<file path="src/rtl/if_fetch_unit.sv">
// ---------------------------------------------------------------------------
// if_fetch_unit
// Instruction fetch front end for a dual-issue (ALU slot + MEM slot) core.
// Keeps the next fetch PC, issues at most one instruction-memory request at a
// time, and buffers returned 32-bit bundles in a 2-entry FIFO that feeds the
// IF/ID register. A taken branch/jump (redirect) flushes the FIFO and
// restarts fetch; a request already in flight when the redirect arrives is
// completed on the bus and its data thrown away (DISCARD state).
// ---------------------------------------------------------------------------
module if_fetch_unit #(
    parameter logic [31:0] RESET_PC = 32'h0000_0000
) (
    input  logic        clk,
    input  logic        reset,
    input  logic        stall,
    input  logic        redirect,
    input  logic [31:0] redirect_pc,
    output logic        imem_req,
    output logic [31:0] imem_addr,
    input  logic        imem_ack,
    input  logic [31:0] imem_rdata,
    output logic [15:0] aluInstr,
    output logic [15:0] memInstr,
    output logic [31:0] pc_plus4,
    output logic        bundle_valid
);

    typedef enum logic [0:0] {
        ST_ISSUE   = 1'b0,
        ST_DISCARD = 1'b1
    } fetch_state_e;

    // Architectural fetch state
    fetch_state_e state_r;
    logic [31:0]  pc_r;          // address of the next bundle to request
    logic [31:0]  hold_addr_r;   // address of the stale request while discarding

    // Bundle FIFO: two entries of {bundle, pc}
    logic [31:0]  fifo_bundle_r [0:1];
    logic [31:0]  fifo_pc_r     [0:1];
    logic         rd_ptr_r;
    logic         wr_ptr_r;
    logic [1:0]   fifo_count_r;

    // Per-cycle control
    logic         req_raw_s;
    logic         ack_s;
    logic         push_s;
    logic         pop_s;
    logic         valid_s;
    logic [31:0]  redirect_target_s;
    logic [31:0]  pc_inc_s;
    logic [31:0]  head_bundle_s;
    logic [31:0]  head_pc_s;

    // Request is wanted whenever the FIFO has room, or unconditionally while
    // a stale request still has to be drained off the bus. Since the FIFO
    // count only grows on an ack, a raised request cannot fall before its ack.
    always_comb begin
        req_raw_s = 1'b0;
        case (state_r)
            ST_ISSUE: begin
                if (fifo_count_r != 2'd2) begin
                    req_raw_s = 1'b1;
                end else begin
                    req_raw_s = 1'b0;
                end
            end
            ST_DISCARD: begin
                req_raw_s = 1'b1;
            end
            default: begin
                req_raw_s = 1'b0;
            end
        endcase
    end

    // Reset gates the request so nothing is presented to memory during reset.
    assign imem_req          = req_raw_s & ~reset;

    // An ack only counts when a request is actually outstanding.
    assign ack_s             = imem_ack & imem_req;
    assign valid_s           = (fifo_count_r != 2'd0);
    assign push_s            = ack_s & (state_r == ST_ISSUE) & ~redirect;
    assign pop_s             = valid_s & ~stall & ~redirect;
    assign redirect_target_s = {redirect_pc[31:2], 2'b00};
    assign pc_inc_s          = pc_r + 32'd4;

    // Address mux: while discarding, the stale address stays on the bus
    // until memory acknowledges it; otherwise the fetch PC is presented.
    always_comb begin
        imem_addr = pc_r;
        if (state_r == ST_DISCARD) begin
            imem_addr = hold_addr_r;
        end else begin
            imem_addr = pc_r;
        end
    end

    // Fetch FSM and PC: redirect wins over everything, an in-flight request
    // interrupted by a redirect is tracked in DISCARD until its ack arrives.
    always_ff @(posedge clk or posedge reset) begin
        if (reset) begin
            state_r     <= ST_ISSUE;
            pc_r        <= RESET_PC;
            hold_addr_r <= RESET_PC;
        end else begin
            case (state_r)
                ST_ISSUE: begin
                    if (redirect) begin
                        pc_r <= redirect_target_s;
                        if (req_raw_s && !imem_ack) begin
                            // Request left hanging: keep its address on the bus.
                            state_r     <= ST_DISCARD;
                            hold_addr_r <= pc_r;
                        end else begin
                            // No request, or it completes now and is dropped.
                            state_r <= ST_ISSUE;
                        end
                    end else if (push_s) begin
                        pc_r    <= pc_inc_s;
                        state_r <= ST_ISSUE;
                    end else begin
                        state_r <= ST_ISSUE;
                    end
                end
                ST_DISCARD: begin
                    if (redirect) begin
                        pc_r <= redirect_target_s;
                    end else begin
                        pc_r <= pc_r;
                    end
                    if (imem_ack) begin
                        // Stale data dropped; fetch resumes from pc_r.
                        state_r <= ST_ISSUE;
                    end else begin
                        state_r <= ST_DISCARD;
                    end
                end
                default: begin
                    state_r <= ST_ISSUE;
                end
            endcase
        end
    end

    // Bundle FIFO storage, pointers and occupancy; a redirect empties it.
    always_ff @(posedge clk or posedge reset) begin
        if (reset) begin
            for (int i = 0; i < 2; i++) begin
                fifo_bundle_r[i] <= 32'h0000_0000;
                fifo_pc_r[i]     <= 32'h0000_0000;
            end
            rd_ptr_r     <= 1'b0;
            wr_ptr_r     <= 1'b0;
            fifo_count_r <= 2'd0;
        end else if (redirect) begin
            rd_ptr_r     <= 1'b0;
            wr_ptr_r     <= 1'b0;
            fifo_count_r <= 2'd0;
        end else begin
            if (push_s) begin
                fifo_bundle_r[wr_ptr_r] <= imem_rdata;
                fifo_pc_r[wr_ptr_r]     <= pc_r;
                wr_ptr_r                <= ~wr_ptr_r;
            end else begin
                wr_ptr_r <= wr_ptr_r;
            end
            if (pop_s) begin
                rd_ptr_r <= ~rd_ptr_r;
            end else begin
                rd_ptr_r <= rd_ptr_r;
            end
            case ({push_s, pop_s})
                2'b10:   fifo_count_r <= fifo_count_r + 2'd1;
                2'b01:   fifo_count_r <= fifo_count_r - 2'd1;
                default: fifo_count_r <= fifo_count_r;
            endcase
        end
    end

    // Head-of-FIFO presentation; everything reads as zero when empty so a
    // flushed slot never leaks old instruction bits downstream.
    always_comb begin
        head_bundle_s = 32'h0000_0000;
        head_pc_s     = 32'h0000_0000;
        pc_plus4      = 32'h0000_0000;
        if (valid_s) begin
            head_bundle_s = fifo_bundle_r[rd_ptr_r];
            head_pc_s     = fifo_pc_r[rd_ptr_r];
            pc_plus4      = head_pc_s + 32'd4;
        end else begin
            head_bundle_s = 32'h0000_0000;
            head_pc_s     = 32'h0000_0000;
            pc_plus4      = 32'h0000_0000;
        end
    end

    assign aluInstr     = head_bundle_s[31:16];
    assign memInstr     = head_bundle_s[15:0];
    assign bundle_valid = valid_s;

endmodule

</file>
<file path="config.mk">
export PLATFORM = sky130hd
export DESIGN_NAME = if_fetch_unit
export DESIGN_NICKNAME = d
export VERILOG_FILES = /design/src/rtl/if_fetch_unit.sv
export SDC_FILE = /design/constraint.sdc
export NUM_CORES = 1
export LEC_CHECK = 0
export ABC_AREA = 1
export CAP_MARGIN = 40
export CORE_MARGIN = 8
export CORE_UTILIZATION = 49
export CTS_CLUSTER_SIZE = 20
export DETAILED_ROUTE_END_ITERATION = 10
export GPL_TIMING_DRIVEN = 1
export HOLD_SLACK_MARGIN = 0.05
export PLACE_DENSITY_LB_ADDON = 0.25
export SLEW_MARGIN = 5
export SYNTH_ARGS = -nofsm -noshare
export SYNTH_HDL_FRONTEND = slang
export SYNTH_SLANG_ARGS = --single-unit
</file>
<file path="constraint.sdc">
create_clock -name clk -period 7.2 [get_ports clk]
set_input_delay 1.44 -clock clk [delete_from_list [all_inputs] [get_ports clk]]
set_output_delay 1.44 -clock clk [all_outputs]
set_load 0.01 [all_outputs]
</file>
## Yosys cells after proc, flatten, opt, wreduce, memory -nomap -nowiden

Index checks and enable logic that the tools add are counted.

| word-level totals | value |
|---|---|
| register bits after elaboration | 197 |
| bits of input ports | 69 |

| cells by class | value |
|---|---|
| $add $sub $neg | 4 |
| $lt $le $gt $ge | 3 |
| eq/ne operators | 5 |
| multiplexer cells | 29 |
| bitwise gates (word level) | 14 |
| reduce and logical (&&, ||, !) cells | 10 |

Operators with widths:

| kind | count |
|---|---|
| $mux W32 | 13 |
| $bwmux W64 | 2 |
| $add A32 B3 Y32 const B | 2 |
| $pmux W32 S2 | 1 |
| $demux W32 S1 | 1 |
| $mux W1 | 8 |
| $and A1 B1 Y1 | 6 |
| $not A1 Y1 | 6 |
| $reduce_bool A2 Y1 | 3 |
| $ge A2 B2 Y1 const B | 2 |
| $ne A2 B2 Y1 const B | 2 |
| $not A1 Y2 | 2 |
| $pmux W1 S2 | 2 |
| $pmux W2 S2 | 1 |
| $reduce_and A2 Y1 | 2 |
| $ne A3 B3 Y1 const B | 1 |
| $reduce_and A3 Y1 | 1 |
| $reduce_bool A3 Y1 | 1 |
| $add A2 B1 Y2 const B | 1 |
| $eq A2 B1 Y1 const B | 1 |
| $eq A2 B2 Y1 const B | 1 |
| $logic_and A1 B1 Y1 | 2 |
| $lt A2 B1 Y1 const B | 1 |
| $mux W2 | 1 |
| other kinds (2) | 2 |

## Longest topological paths before layout

| depth | value |
|---|---|
| word-level depth | 10 |
| mapped depth | 14 |

## Worst setup path after synthesis

No wires, ideal clock.

| timing path | value |
|---|---|
| kind | input port to output port |
| from | in reset |
| to | out imem_req |
| arrival | 6.045 ns |
| setup slack | -0.285 ns |
| stages | 3 |
| path through | inv_1 > o21ai_0 > inv_1 |

| on the way | value |
|---|---|
| cells in the longest elaborated chain, start to end | 2 |

RTL lines:

| item | RTL line | source |
|---|---|---|
| from (decl) | 14 | `input logic reset,` |
| $not A1 Y1 | 79 | `assign imem_req = req_raw_s & ~reset;` |
| $and A1 B1 Y1 | 79 |  |
| to (decl) | 18 | `output logic imem_req,` |

No other way between the ends.

## Final worst setup path

| timing path | value |
|---|---|
| from | reg rd_ptr_r |
| to | out pc_plus4[24] |

| on the way | value |
|---|---|
| cells in the longest elaborated chain, start to end | 6 |

RTL lines:

| item | RTL line | source |
|---|---|---|
| from (decl) | 41 | `logic rd_ptr_r;` |
| from (signal assigned) | 170 | `rd_ptr_r <= ~rd_ptr_r;` |
| from (signal assigned) | 172 | `rd_ptr_r <= rd_ptr_r;` |
| $not A1 Y2 (not written as such) | 190 | `head_pc_s = fifo_pc_r[rd_ptr_r];` |
| $mux W32 (not written as such) (3 in a row) | 190 |  |
| $add A32 B3 Y32 | 191 | `pc_plus4 = head_pc_s + 32'd4;` |
| $mux W32 | 188 | `if (valid_s) begin` |
| to (decl) | 24 | `output logic [31:0] pc_plus4,` |

No other way between the ends. The select of a mux whose other input is x is not followed.

==> metrics list <==
- Number of enable-type register cells in the synthesized netlist: 0
* Via count of the first global-routing pass: 9,168
- The flow ran to the end, and the final reports show no timing, DRC or antenna violations.
* Placed cells: 1,868
- Reg2Reg Depth: 7
* Fraction of registers with async set or reset after synthesis: 100%
* Largest clock skew in the final design: 0.0171 ns
* Setup TNS: 0 ns
* Routability cong.: 0.917
- Layout overhead on the synthesized area: 21.2%
* Number of warnings printed during yosys synthesis: 0
- Ranked by total cell area, the synthesized netlist is headed by sky130_fd_sc_hd__dfrtp_1 45%, sky130_fd_sc_hd__nand2_1 20%, sky130_fd_sc_hd__o21ai_0 10%.
- Arrival time reported for the critical path endpoint: 3.76 ns
- Overall die width: 162 µm
* Number of placed I/O pins: 167
- At the worst endpoint, the required time is 5.76 ns.
* Clock sinks: 189
- Across the run, the number of max-cap violations was 0.
- PwrDens: 379 nW/µm²
- Count of vias placed by the detailed router: 9,825
* Starting Density: 49.9%
- Summed over all cells, the static leakage comes to 5.88 nW.
- Along the worst path, the maximum fanout reaches 38.
* Die outline height: 162 µm
- The clock passes through at most 2 buffers.
- Dividing the detail-routed wire length by the instance count gives 14.9 µm.
- Combinational cell fraction of total power: 42.9%
* Post-Synth Adder-Cell Area: 0.239%
- The repair_antennas step left the layout with diodes totalling 0.
- Yosys mapped the design onto 35 distinct sky130hd cell types.
- Highest clock rate: 0.192 GHz
- In this run the register-to-register setup slack is 4.59 ns.
- Sequential cells account for 37.7% of the total power.
- Cell internal power was estimated by the tool at 2.86 mW.
- Initial antenna violation count: 0
- The critical path in this run is classified as reg -> out.
- The H-tree was split into 4 levels.
- The total area inside the core boundary comes to 21,000 µm².
* Min-Delay Path Class: reg -> reg
* Mapped Area: 10,500 µm²
- Final routed DRC violation total: 0
- Clock tree synthesis inserted a total of 17 buffers.
- The finished layout holds 1,900 standard cells, fillers aside.
* Critical R2R Capture: fifo_pc_r[53]
- Worst Hold Launch: hold_addr_r[23]
* Max Transition Viols Final: 0
- Clock tree synthesis selected as its root buffer the cell sky130_fd_sc_hd__clkbuf_16.
* Post-Syn Instances: 1,496
- Post-route fraction of the period consumed by the critical path: 72.2%
- Leaving out fill and tap cells, the most frequent cell in the layout is sky130_fd_sc_hd__nand2_1.
* R2r startpoint: state_r
- Post_cts resized: 0
* Synth Area in Simple Gates: 30.3%
- GRT Residual Overflow: 0
* Worst VDD drop: 237 µV
- Power spent charging and discharging nets: 1.96 mW
- Setup repair after global routing left no endpoint under its margin.
- The detailed router finished its first iteration with 935 violations.
- Portion of netlist area occupied by mux cells: 0%
* Total routing usage reported by global routing: 21.7%
- TritonCTS clock tree: done
- After layout, the minimum clock period comes to 5.20 ns.
- Largest family of logic cells by synthesized area: simple AND/OR/NAND/NOR gates
* Die outline area: 26,300 µm²
* Port Buffers: 160
* Clock latency on the worst-skew pair: 0.43 ns
* Detail-routed via count per cell: 5.17
- The final number of hold-violating endpoints came to 0.
- Total half-perimeter wirelength after legalization and detailed placement: 20,100 µm
* Yosys top cell area share: 45.1%
- Setup violations remaining at the end of the flow were counted as 0.
- Hold Crit Depth: 2
- Routed Antenna Nets: 0
- Switching share of total power: 40.6%
- The worst setup path is launched from a flop.
* Final net count: 1,683
- The first TritonRoute pass finished after 5 iterations.
- Wire length of the first global-routing pass: 46,600 µm
- Of all cell types, the one taking the most synthesized area is sky130_fd_sc_hd__dfrtp_1.
* Cts hold-fix bufs: 0
- Actual transition at the worst max-transition pin: 0.892 ns
* Fraction of synthesized cell area in xor and xnor cells: 0.919%
- Sequential fraction of the synthesis area: 45.1%
- Share of layout cells above drive strength 1: 5.05%
* Leading register cell type out of synthesis: sky130_fd_sc_hd__dfrtp_1
- Maximum number of pins on one net before global-route repair: 162
- Hold worst-path end: hold_addr_r[23]
- Row cnt: 53
- Post-CTS clock slew at the launch and capture registers of the worst setup and hold paths: 0.07 ns
- A synthesized cell averages 7.01 µm².
- Worst slew margin: 40.6%
- The routed design has 28,300 µm of wire.
* Core Util, Final: 60.4%
- Synthesis inferred 189 register bits.
* Share of the synthesized area in compound gates (AO/OA/AOI/OAI): 14.6%
* Number of buffers inserted by post-CTS setup repair: 0
- Critical Path Sink Type: primary output
* Clock group share of total power: 19.4%
* Commonest cells after routing, fill and taps aside: 558 x sky130_fd_sc_hd__nand2_1, 216 x sky130_fd_sc_hd__o21ai_0, 188 x sky130_fd_sc_hd__dfrtp_1, 160 x sky130_fd_sc_hd__clkdlybuf4s50_1, 137 x sky130_fd_sc_hd__nor2_1
-- how the worst max path moves through the flow --
stage,endpoint,depth (start not counted),startpoint,slack (ns)
final,pc_plus4[24],13,rd_ptr_r,2.00
after global routing,pc_plus4[24],13,rd_ptr_r,1.66
after CTS,pc_plus4[24],13,rd_ptr_r,1.98
after detailed placement,imem_req,5,reset,2.37
after global placement,imem_req,5,reset,2.36
after floorplan,imem_req,3,reset,1.25
-- power groups by stage --
stage	clock (mW)	combinational, mW	sequential, mW
CTS	0.949	2.09	1.82
finish	0.935	2.06	1.82
detailed placement	0	2.08	1.83
global placement	0	2.04	1.81
global route	1.00	2.33	1.88
floorplan	0	1.30	1.74
-- cell type report --
type / count / area (µm²)
inverters: 128 / 492
well taps: 275 / 344
fillers: 1935 / 8320
multi-input cells: 1106 / 4860
clock inverters: 13 / 135
clock buffers: 19 / 453
repair buffers: 170 / 1690
flip-flops and latches: 189 / 4730
-- state kept, by name, indices dropped and copies added (netlist names) --
register       flops
state_r            1
fifo_pc_r         60
fifo_count_r       2
wr_ptr_r           1
hold_addr_r       30
fifo_bundle_r     64
rd_ptr_r           1
pc_r              30
-- kinds of logic (layout without fill, tap and decap cells) --
group / after synthesis / in the layout
xor gates and xnor gates: 11 / 11
adders and majority gates: 2 / 2
and+or+nand+nor: 790 / 790
other: 1 / 4
buffers and inverters: 204 / 330
AOI/OAI and AO/OA: 299 / 299
DFF: 189 / 189
-- routing by layer --
| metal | track usage (%) | vias up | part of all wire (%) |
|---|---|---|---|
| li1 | - | 4941 | - |
| met1 | 30.3 | 4538 | 47 |
| met2 | 34.0 | 308 | 46 |
| met3 | 3.80 | 38 | 5.9 |
| met4 | 6.10 | 0 | 1.9 |
| met5 | 0 | - | 0 |
-- cell usage after synthesis, types with 2 or more instances --
cell / count
sky130_fd_sc_hd__nand2_2: 18
sky130_fd_sc_hd__dfrtp_1: 189
sky130_fd_sc_hd__buf_1: 10
sky130_fd_sc_hd__nand2_4: 2
sky130_fd_sc_hd__a21oi_1: 63
sky130_fd_sc_hd__clkbuf_1: 33
sky130_fd_sc_hd__nor2_4: 6
sky130_fd_sc_hd__ha_1: 2
sky130_fd_sc_hd__nand3_1: 44
sky130_fd_sc_hd__nand4_1: 10
sky130_fd_sc_hd__nor2_2: 6
sky130_fd_sc_hd__o21ai_1: 6
sky130_fd_sc_hd__o22ai_1: 4
sky130_fd_sc_hd__o21ai_0: 216
sky130_fd_sc_hd__buf_8: 2
sky130_fd_sc_hd__buf_4: 5
sky130_fd_sc_hd__nand2_1: 559
sky130_fd_sc_hd__o21a_1: 2
sky130_fd_sc_hd__a22oi_1: 3
sky130_fd_sc_hd__nor3_1: 6
sky130_fd_sc_hd__xnor2_1: 3
sky130_fd_sc_hd__inv_1: 126
sky130_fd_sc_hd__xor2_1: 8
sky130_fd_sc_hd__buf_6: 12
sky130_fd_sc_hd__buf_2: 14
sky130_fd_sc_hd__nor2_1: 138
-- critical path, stage by stage (launching register included) --
cell and delay [ns]:
sky130_fd_sc_hd__dfrtp_2 0.87, sky130_fd_sc_hd__buf_4 0.51, sky130_fd_sc_hd__nand2_1 0.09, sky130_fd_sc_hd__nand2_1 0.17, sky130_fd_sc_hd__ha_1 0.23, sky130_fd_sc_hd__nand2_1 0.12
sky130_fd_sc_hd__nor2_4 0.18, sky130_fd_sc_hd__inv_1 0.09, sky130_fd_sc_hd__nor2_1 0.22, sky130_fd_sc_hd__nand2_1 0.09, sky130_fd_sc_hd__nand2_1 0.06, sky130_fd_sc_hd__nand2_1 0.04
sky130_fd_sc_hd__nor2_1 0.08, sky130_fd_sc_hd__clkdlybuf4s50_1 0.54
-- metrics by stage --
stage	total power [mW]	hold WS, ns	setup slack [ns]	area [µm²]
5_1_grt	5.21	0.502	1.66	12700
3_5_place_dp	3.90	0.469	2.37	12100
2_1_floorplan	3.04	0.448	1.25	10500
6_report	4.82	0.481	2.00	12700
3_3_place_gp	3.84	0.461	2.36	12100
4_1_cts	4.85	0.485	1.98	12700
No activity file was read; power rests on OpenSTA's default activity.
==> edit (same settings) <==
Make the reset (`reset`) synchronous in 2 clocked blocks.
--- a/src/rtl/if_fetch_unit.sv
+++ b/src/rtl/if_fetch_unit.sv
@@ -99,7 +99,7 @@
 
     // Fetch FSM and PC: redirect wins over everything, an in-flight request
     // interrupted by a redirect is tracked in DISCARD until its ack arrives.
-    always_ff @(posedge clk or posedge reset) begin
+    always_ff @(posedge clk) begin
         if (reset) begin
             state_r     <= ST_ISSUE;
             pc_r        <= RESET_PC;
@@ -145,7 +145,7 @@
     end
 
     // Bundle FIFO storage, pointers and occupancy; a redirect empties it.
-    always_ff @(posedge clk or posedge reset) begin
+    always_ff @(posedge clk) begin
         if (reset) begin
             for (int i = 0; i < 2; i++) begin
                 fifo_bundle_r[i] <= 32'h0000_0000;
Function: differs if reset is asserted again (counterexample within 4 cycles, from zero or initial values and one cycle with reset high); with reset held inactive, the same outputs for 4 cycles.
==> edit against the original RTL <==
Setup slack gained 0.22 ns. First-iteration DRC count down 33%. Routed wire length is 0.52% lower. Sequential cell count up 1. Maximum frequency is 4.4% higher. Cell area grew 2.0%. Synthesized area is 1.7% higher. Critical path type unchanged. Largest cell class is now registers.
Power is not compared: it rests on default switching activity, and its combinational part moved more than twofold at a synthesized area within 25%.
==> edit: results (changes against the original RTL) <==
stage	metric	value	unit	change
run_status	run status	completed		unchanged
detailed_routing	DR top layer	met4		unchanged
clocking	number of buffers between clock root and the deepest sink	2		unchanged
detailed_routing	total wire length after detailed routing	28160	µm	was 28300 µm
yosys	number of warnings printed during yosys synthesis	0		unchanged
final_layout	number of standard cells in the final layout excluding fillers	1797		was 1900
yosys	post-synthesis sequential area ratio	0.4734		was 0.4513
placement	global placement routability congestion	0.9415		was 0.9166
worst_setup_path	Crit Path Max Fanout	61		was 38
final_layout	Filler Cell Count	1956		was 1935
detailed_routing	1st-iter DRT viols	630		was 935
timing	max-slew headroom at the worst pin	0.4254		was 0.4056
clocking	clock latency of the later-clocked register in the worst-skew pair	0.43	ns	about the same
placement	number of buffer cells added on primary ports	160		unchanged
power	maximum resistive drop on vdd	176.3	µV	
detailed_routing	number of vias per cell after detailed routing	5.107		was 5.171
placement	instance area after placement	12400	µm²	was 12120 µm²
final_layout	share of post-route cells with drive strength above 1	0.09690		was 0.05046
global_routing	largest net degree at the start of global routing	64		was 162
clocking	CTS Root Buffer Type	sky130_fd_sc_hd__clkbuf_16		unchanged
yosys	most numerous cell types in the synthesized netlist	sky130_fd_sc_hd__nand2_1 (402), sky130_fd_sc_hd__nor2_1 (197), sky130_fd_sc_hd__edfxtp_1 (124)		was sky130_fd_sc_hd__nand2_1 (559), sky130_fd_sc_hd__o21ai_0 (216), sky130_fd_sc_hd__dfrtp_1 (189)
yosys	count of cell types in the netlist	40		was 35
yosys	Syn Area/Cell	7.739	µm²	was 7.005 µm²
hold_path	Min-Delay Path Class	register to register		unchanged
global_routing	via count of the first global-routing pass	8856		was 9168
yosys	number of enable-type register cells in the synthesized netlist	124		was 0
worst_setup_path	worst endpoint data arrival time	3.54	ns	was 3.76 ns
clocking	number of post-CTS setup repair buffers	0		unchanged
global_routing	Total Routing Usage GR	0.2102		was 0.2172
global_routing	antenna violations before repair	0		unchanged
detailed_routing	met3 layer wire length in the routed design	1422	µm	was 1682 µm
final_layout	Largest regs	fifo_bundle_r: 64 flops, fifo_pc_r: 60 flops		unchanged
final_layout	Final nets	1576		was 1683
power	LEAKAGE	4.858	nW	
timing	Worst Clk Skew	0.01059	ns	was 0.01708 ns
yosys	Area contributors post-synth	sky130_fd_sc_hd__edfxtp_1 (35%), sky130_fd_sc_hd__nand2_1 (14%), sky130_fd_sc_hd__dfxtp_1 (12%)		was sky130_fd_sc_hd__dfrtp_1 (45%), sky130_fd_sc_hd__nand2_1 (20%), sky130_fd_sc_hd__o21ai_0 (10%)
clocking	count of instances resized after the clock tree is built	0		unchanged
clocking	H-tree depth	4		unchanged
detailed_routing	Routed met2 length	13370	µm	was 12890 µm
detailed_routing	routed metal-1 wirelength	12640	µm	was 13200 µm
global_routing	wire length of the first global-routing pass	45050	µm	was 46630 µm
yosys	Async SR Flop Fraction	0		was 1.000
placement	dpl hpwl	20180	µm	was 20110 µm
detailed_routing	iteration count of the initial detailed-routing pass	5		unchanged
[edit: changes by cell type after synthesis, sizes merged, moves of 66 or more]
cell	unedited run	this run
dfrtp	189	0
nand2	579	406
edfxtp	0	124
nor2	150	270
o21ai	223	105
dfxtp	0	66
[edit: cell type report]
| type | count | area [µm²] | share of cell area |
|---|---|---|---|
| sequential | 190 | 5047 | 0.3897 |
| inverter | 127 | 481.7 | 0.03719 |
| tap | 280 | 350.3 | 0.02705 |
| timing repair buffer | 175 | 1767 | 0.1364 |
| multi-input combinational | 993 | 4752 | 0.3669 |
| clock inverter | 13 | 121.4 | 0.009370 |
| clock buffer | 19 | 432.9 | 0.03342 |
[edit: cell families after synthesis]
group	Yosys count	synth area share
simple gates	739	0.3141
compound gates	228	0.1087
buf+inv	197	0.08383
flops	190	0.4734
xor+xnor	15	0.01233
mux	4	0.003757
fa+ha+maj	3	0.003523
other cells	1	0.0003519
[edit: worst paths after layout]
| path | endpoint | start | slack [ns] | cells after the start |
|---|---|---|---|---|
| worst max register to register | fifo_bundle_r[0][8] | state_r | 4.44 | 10 |
| worst min-delay path | wr_ptr_r | wr_ptr_r | 0.50 | 2 |
| worst min register to register | wr_ptr_r | wr_ptr_r | 0.50 | 2 |
| worst max-delay path | pc_plus4[24] | register | 2.22 | 14 |
[edit: per-layer routing]
| metal | vias up | track usage |
|---|---|---|
| met5 | - | 0 |
| met1 | 4230 | 0.2772 |
| li1 | 4673 | - |
| met4 | 0 | 0.07438 |
| met3 | 40 | 0.03503 |
| met2 | 234 | 0.3434 |
[edit: power by group]
part,internal [W],switching (W),leakage (nW)
Clock,0.000457,0.000434,0.265
Sequential,0.00122,0.0000340,1.83
Combinational,0.000127,0.000204,2.76
[edit: critical path: stages (launching register included)]
cell and delay (ns):
sky130_fd_sc_hd__dfxtp_2 0.33, sky130_fd_sc_hd__buf_4 0.29, sky130_fd_sc_hd__inv_6 0.44, sky130_fd_sc_hd__nand2_1 0.10, sky130_fd_sc_hd__nand2_1 0.17, sky130_fd_sc_hd__ha_1 0.23
sky130_fd_sc_hd__inv_1 0.06, sky130_fd_sc_hd__a21oi_2 0.17, sky130_fd_sc_hd__nand2_1 0.12, sky130_fd_sc_hd__nor2_1 0.27, sky130_fd_sc_hd__nand3_1 0.12, sky130_fd_sc_hd__nand2_1 0.07
sky130_fd_sc_hd__nand2_1 0.07, sky130_fd_sc_hd__nor2_1 0.09, sky130_fd_sc_hd__clkdlybuf4s50_1 0.54
[edit: per-stage QoR]
stage / total power, W / setup slack, ns
5_1_grt: 0.002569 / 1.944
3_3_place_gp: 0.001595 / 2.303
4_1_cts: 0.002485 / 2.160
6_report: 0.002475 / 2.222
2_1_floorplan: 0.001465 / 3.085
3_5_place_dp: 0.001607 / 2.330
